<file path="src/rtl/inst_loader.sv">
// Byte-stream program loader for the instruction-cache debug write port.
// Optional read-back checksum verify is enabled by defining LOADER_VERIFY_EN.
module inst_loader #(
  parameter int          DEPTH     = 4096,
  parameter logic [29:0] BASE_WORD = 30'd0,
  parameter int          CNT_W     = 13
) (
  input  logic             clk,
  input  logic             rst,
  input  logic             start,
  input  logic             s_valid,
  input  logic [7:0]       s_data,
  input  logic             s_last,
  output logic             s_ready,
  output logic             dbg_we,
  output logic [29:0]      dbg_addr,
  output logic [31:0]      dbg_wdata,
  input  logic [31:0]      dbg_rdata,
  output logic             busy,
  output logic             done,
  output logic             error,
  output logic [CNT_W-1:0] word_count
);

  typedef enum logic [2:0] {
    S_IDLE, S_RECV, S_WRITE, S_VERIFY, S_VCHK, S_DONE, S_ERROR
  } state_t;

  state_t      state;
  logic [1:0]  lane;
  logic [31:0] word_reg;
  logic [31:0] asm_word;
  logic        last_seen;
  logic        wc_full;

`ifdef LOADER_VERIFY_EN
  logic [31:0]      wr_sum;
  logic [31:0]      rd_sum;
  logic [CNT_W-1:0] vidx;
`else
  logic unused_rdata;
  assign unused_rdata = ^dbg_rdata;
`endif

  assign s_ready = (state == S_RECV);
  assign wc_full = (word_count == CNT_W'(DEPTH));

  // NOTE: every variable written here gets a default first so no latch is inferred.
  always_comb begin
    asm_word = word_reg;
    asm_word[{lane, 3'b000} +: 8] = s_data;
  end

  // NOTE: all state updates use non-blocking assignments so every register
  // samples the pre-edge values of the others.
  always_ff @(posedge clk or posedge rst) begin
    if (rst) begin
      state      <= S_IDLE;
      lane       <= 2'd0;
      word_reg   <= 32'd0;
      last_seen  <= 1'b0;
      word_count <= '0;
      dbg_we     <= 1'b0;
      dbg_addr   <= BASE_WORD;
      dbg_wdata  <= 32'd0;
      busy       <= 1'b0;
      done       <= 1'b0;
      error      <= 1'b0;
`ifdef LOADER_VERIFY_EN
      wr_sum     <= 32'd0;
      rd_sum     <= 32'd0;
      vidx       <= '0;
`endif
    end else begin
      case (state)
        S_IDLE, S_DONE, S_ERROR: begin
          if (start) begin
            state      <= S_RECV;
            lane       <= 2'd0;
            word_reg   <= 32'd0;
            last_seen  <= 1'b0;
            word_count <= '0;
            busy       <= 1'b1;
            done       <= 1'b0;
            error      <= 1'b0;
`ifdef LOADER_VERIFY_EN
            wr_sum     <= 32'd0;
            rd_sum     <= 32'd0;
`endif
          end
        end

        S_RECV: begin
          if (s_valid) begin
            if (wc_full) begin
              // Cache is full: refuse the byte and never issue the write.
              state <= S_ERROR;
              error <= 1'b1;
              busy  <= 1'b0;
            end else if (lane == 2'd3 || s_last) begin
              state     <= S_WRITE;
              dbg_we    <= 1'b1;
              dbg_addr  <= BASE_WORD + 30'(word_count);
              dbg_wdata <= asm_word;
              last_seen <= s_last;
            end else begin
              word_reg <= asm_word;
              lane     <= lane + 2'd1;
            end
          end
        end

        S_WRITE: begin
          dbg_we     <= 1'b0;
          word_count <= word_count + CNT_W'(1);
          lane       <= 2'd0;
          word_reg   <= 32'd0;
`ifdef LOADER_VERIFY_EN
          wr_sum     <= wr_sum ^ dbg_wdata;
`endif
          if (last_seen) begin
`ifdef LOADER_VERIFY_EN
            state    <= S_VERIFY;
            dbg_addr <= BASE_WORD;
            vidx     <= CNT_W'(1);
`else
            state <= S_DONE;
            done  <= 1'b1;
            busy  <= 1'b0;
`endif
          end else begin
            state <= S_RECV;
          end
        end

`ifdef LOADER_VERIFY_EN
        S_VERIFY: begin
          // Read data lags the address by one cycle; the first cycle has none.
          if (vidx != CNT_W'(1))
            rd_sum <= rd_sum ^ dbg_rdata;
          if (vidx == word_count) begin
            state <= S_VCHK;
          end else begin
            dbg_addr <= BASE_WORD + 30'(vidx);
            vidx     <= vidx + CNT_W'(1);
          end
        end

        S_VCHK: begin
          busy <= 1'b0;
          if ((rd_sum ^ dbg_rdata) == wr_sum) begin
            state <= S_DONE;
            done  <= 1'b1;
          end else begin
            state <= S_ERROR;
            error <= 1'b1;
          end
        end
`endif

        default: state <= S_IDLE;
      endcase
    end
  end

endmodule

</file>
<file path="config.mk">
export PLATFORM = sky130hd
export DESIGN_NAME = inst_loader
export DESIGN_NICKNAME = d
export VERILOG_FILES = /design/src/rtl/inst_loader.sv
export SDC_FILE = /design/constraint.sdc
export NUM_CORES = 1
export LEC_CHECK = 0
export ABC_AREA = 1
export CAP_MARGIN = 20
export CORE_MARGIN = 2
export CORE_UTILIZATION = 45
export CTS_BUF_LIST = sky130_fd_sc_hd__clkbuf_8
export DETAILED_ROUTE_END_ITERATION = 7
export PLACE_DENSITY = 0.74
export SLEW_MARGIN = 20
export SYNTH_ARGS = -nofsm -noshare
export SYNTH_HDL_FRONTEND = slang
export SYNTH_SLANG_ARGS = --single-unit
</file>
<file path="constraint.sdc">
create_clock -name clk -period 7.29 [get_ports clk]
set_input_delay 1.458 -clock clk [delete_from_list [all_inputs] [get_ports clk]]
set_output_delay 1.458 -clock clk [all_outputs]
set_load 0.01 [all_outputs]
</file>
# Yosys cells after proc, flatten, opt, wreduce, memory -nomap -nowiden
# Cells that the tools add are included.
# totals
reg_bits	100
latchBits	0
ram_bits	0
mem_bits_ro	0
inputBits	45
output_inout_bits	80
wordCells	85
memories	0
# op_classes
addsub	3
n_mul	0
n_div	0
n_lt_le_gt_ge	0
eq_ne	14
shifts	2
muxes	38
n_bitwise	1
reduce_logical	16
# op_table
operator	n
two-way mux 32 bit	4
one-hot mux 32 bit (3 select lines)	1
bitwise mux 32 bit	1
variable shift 8 x 7 -> 32 bit (first input constant)	1
indexed part select 8 x 7 -> 32 bit	1
one-hot mux 13 bit (2 select lines)	1
two-way mux 3 bit	5
AND reduction 5 bit	3
two-way mux 1 bit	14
adder 13 x 1 -> 13 bit (second input constant)	1
== test 13 bit (second input constant)	1
two-way mux 13 bit	1
AND reduction 4 bit	3
!= test 2 bit (second input constant)	5
one-hot mux 3 bit (3 select lines)	1
two-way mux 2 bit	4
one-hot mux 1 bit (2 select lines)	4
negation 5 -> 7 bit	1
== test 3 bit (second input constant)	2
one-hot mux 2 bit (3 select lines)	1
AND reduction 3 bit	2
nonzero test 2 bit	3
!= test 2 x 1 -> 1 bit (second input constant)	2
== test 3 x 1 -> 1 bit (second input constant)	1
11 further kinds	11

# Depth between registers and ports, before layout
# depth
depth_word	7
ltp_mapped	11
ltp_nobuf	10

# Worst setup path before layout
# No wires, ideal clock.
# synth_path
path_type	input -> register
start	input s_last
end	register word_reg[16]
arrival_time_ns	2.289
t_required_ns	7.225
path_slack_ns	4.937
path_stages	8
path_cell_list	nor2_1 > inv_1 > nand2_1 > nand2_2 > nor2_4 > buf_6 > nand2_1 > nand2_1
# synth_via
elab_chain_cells	3
# synth_lines
item	line_no	source
start, declared	13	input logic s_last,
logical OR 1 bit	100	end else if (lane == 2'd3 || s_last) begin
!= test 2 bit (no line)	--	
AND reduction 5 bit (no line)	--	
end signal, assigned	107	word_reg <= asm_word;
end, declared	31	logic [31:0] word_reg;
# No other way between the ends.
# A chain may end at the register's enable or synchronous reset.

# Worst setup path in the final report
# layout_path
start	input s_last
end	register word_reg[20]
# Same word-level chain as after synthesis.

==> qor.csv <==
metric,value,unit
GRT Util Overall,20.86,%
Flop pwr share,38.3,%
starting density of the core,46.44,%
vias in the first global route,4238,
Clock transition at path regs,0.08,ns
Rel. slew slack,35.50,%
worst min path class,register to register,
"Hold Vio Cnt, Final",0,
clk_skew,0.01166,ns
setup bufs post-CTS,0,
# diodes,0,
via count,4405,
synth unique cells,32,
"area leader, netlist",dfrtp_1,
first drt pass iteration count,6,
num ports,125,
Clk pwr share,19.4,%
# hold bufs at CTS,0,
Setup Crit Path Kind,input port to register,
Final Max Slew Viols,0,
Commonest cells post-synth,"nand2_1, dfrtp_1, o21ai_0, inv_1, nor2_1",
largest buffer count on any clock path,2,
fmax,0.2948,GHz
DIE AREA,0.01215,mm2
GP Congestion,0.8610,
first-pass GRT wire length,19890,um
post-CTS sizing,0,
maxcap violations,0,
Layout Nets,760,
clk_lat worst skew,0.37,ns
H-tree levels,3,
"reg-to-reg slack, setup",4.77,ns
#FFs+latches synth,100,
"antenna viol nets, final",0,
Area Growth Syn to Fin,18.45,%
Final Non-Filler Cells,850,
post-synth top area share,49.27,%
Post-DP Area,0.005826,mm2
final setup violation count,0,
top_reg_cell synth,dfrtp_1,
cell area after layout,0.006016,mm2
outcome,"complete, no violations",
port buffer count,75,
standard-cell row count,38,
RSZ-0062 raised after global routing,no,
Worst Max-Slew Pin Slew,0.9639,ns
Comb power frac,42.4,%
Avg WL per Cell,13.95,um
Root Buffer,clkbuf_8,
Leakage,2.826,nW
CTS tree,yes,
sw frac,42.58,%
internal power,0.001060,W
net switching power,0.0007861,W
total grt overflow,0,
Setup TNS Final,0,ns
P per Cell Area,306.9,mW/mm2
worst-path fanout max,35,
initial antenna violation count,0,
clock buffer count from CTS,9,
Die Span Y,110.2,um
core footprint,0.01094,mm2
worst-case vdd ir drop,0.1626,mV
top post-synthesis cells by area,"dfrtp_1, nand2_1, o21ai_0, inv_1, nor2_1",
WL final,11860,um
DPL Wire Length,8194,um
worst path arrival time,3.69,ns
fraction of layout cells with a size suffix above 1,4.225,%
vias per inst,5.182,
post-synthesis sequential area ratio,49.27,%
most common cell in the synthesized netlist,nand2_1,
Post-synth EDFFs,0,
DRC viols,0,
clock sink count,100,
syn_area_per_cell,7.862,um2
die width,110.2,um
Post-synth ARST share,100.0,%
CP endpoint kind,register,
Worst setup SP type,input port,
Post-Synthesis Cell Area,0.005079,mm2
DR iter-0 viols,345,
synth warn,0,
crit path time final,3.392,ns
fin crit share,46.53,%
Fillers,1004,
Cells after Synth,646,
DP Cell Count,836,
pre-CTS WS,3.556,ns
pin count of the biggest net entering global routing,62,
setup slack after layout,3.898,ns
Critical Path RT,7.59,ns
-- path summary, 6_finish.rpt --
path                                    start            end  depth (start not counted)
max in group asynchronous                 rst  dbg_wdata[21]                          3
worst max-delay path                   s_last   word_reg[20]                          8
worst min register to register  dbg_wdata[10]  dbg_wdata[10]                          2
worst min-delay path            dbg_wdata[10]  dbg_wdata[10]                          2
worst max register to register        lane[0]   word_reg[14]                          7
min in group asynchronous                 rst  dbg_wdata[23]                          2
-- layout by cell type (no fill, tap or decap), types with 8 or more instances in the layout --
cell             netlist  final
nand2_1              190    190
dfrtp_1              100    100
clkdlybuf4s50_1        0     75
o21ai_0               73     73
inv_1                 71     71
nor2_1                66     66
o21ai_1               19     19
conb_1                 1     17
o22ai_1               16     16
a22oi_1               16     16
clkbuf_8               0     11
nand3_1               10     10
ha_1                   8      8
-- cell type report --
type | instances | area (um2) | area share (%)
flip-flops and latches | 100 | 2502 | 41.60
multi-input cells | 443 | 2082 | 34.61
repair buffers | 77 | 778.2 | 12.94
inverters | 76 | 287.8 | 4.784
well taps | 140 | 175.2 | 2.912
clock buffers | 11 | 151.4 | 2.517
clock inverters | 3 | 38.79 | 0.6448
-- power groups by stage --
stage / Combinational [W] / Clock [W] / Sequential (W)
after floorplan: 0.000537 / 0 / 0.000732
after detailed placement: 0.000777 / 0 / 0.000717
after CTS: 0.000783 / 0.000363 / 0.000707
final: 0.000782 / 0.000357 / 0.000707
after global routing: 0.000872 / 0.000387 / 0.000720
after global placement: 0.000756 / 0 / 0.000712
-- per-stage QoR --
step / hold WS, ns / utilization (%) / power [W]
floorplan: 0.4627 / - / 0.001269
global placement: 0.4612 / 53.09 / 0.001468
CTS: 0.4931 / 55.01 / 0.001853
finish: 0.4879 / 55.01 / 0.001846
global route: 0.5139 / 55.01 / 0.001979
detailed placement: 0.4726 / 53.27 / 0.001495
-- kinds of logic after synthesis --
family / synth area share, %
simple gates: 23.06
flops: 49.27
buf+inv: 10.91
xor+xnor: 0.1725
fa+ha+maj: 1.971
compound gates: 14.54
other cells: 0.07384
-- routing by layer --
layer	vias to the layer above	track usage [%]	share of wire, %
li1	2144	-	-
met1	2112	28.35	45
met2	132	32.91	48
met3	17	4.586	5.2
met4	0	7.500	1.6
met5	-	0	0
-- critical path, stage by stage --
cell	delay, ns
clkdlybuf4s50_1	0.45
nor2_1	0.17
inv_1	0.12
nand2_1	0.10
nand2_2	0.36
nor2_4	0.78
nand2_1	0.14
nand2_1	0.11
(Power assumes the default switching activity.)
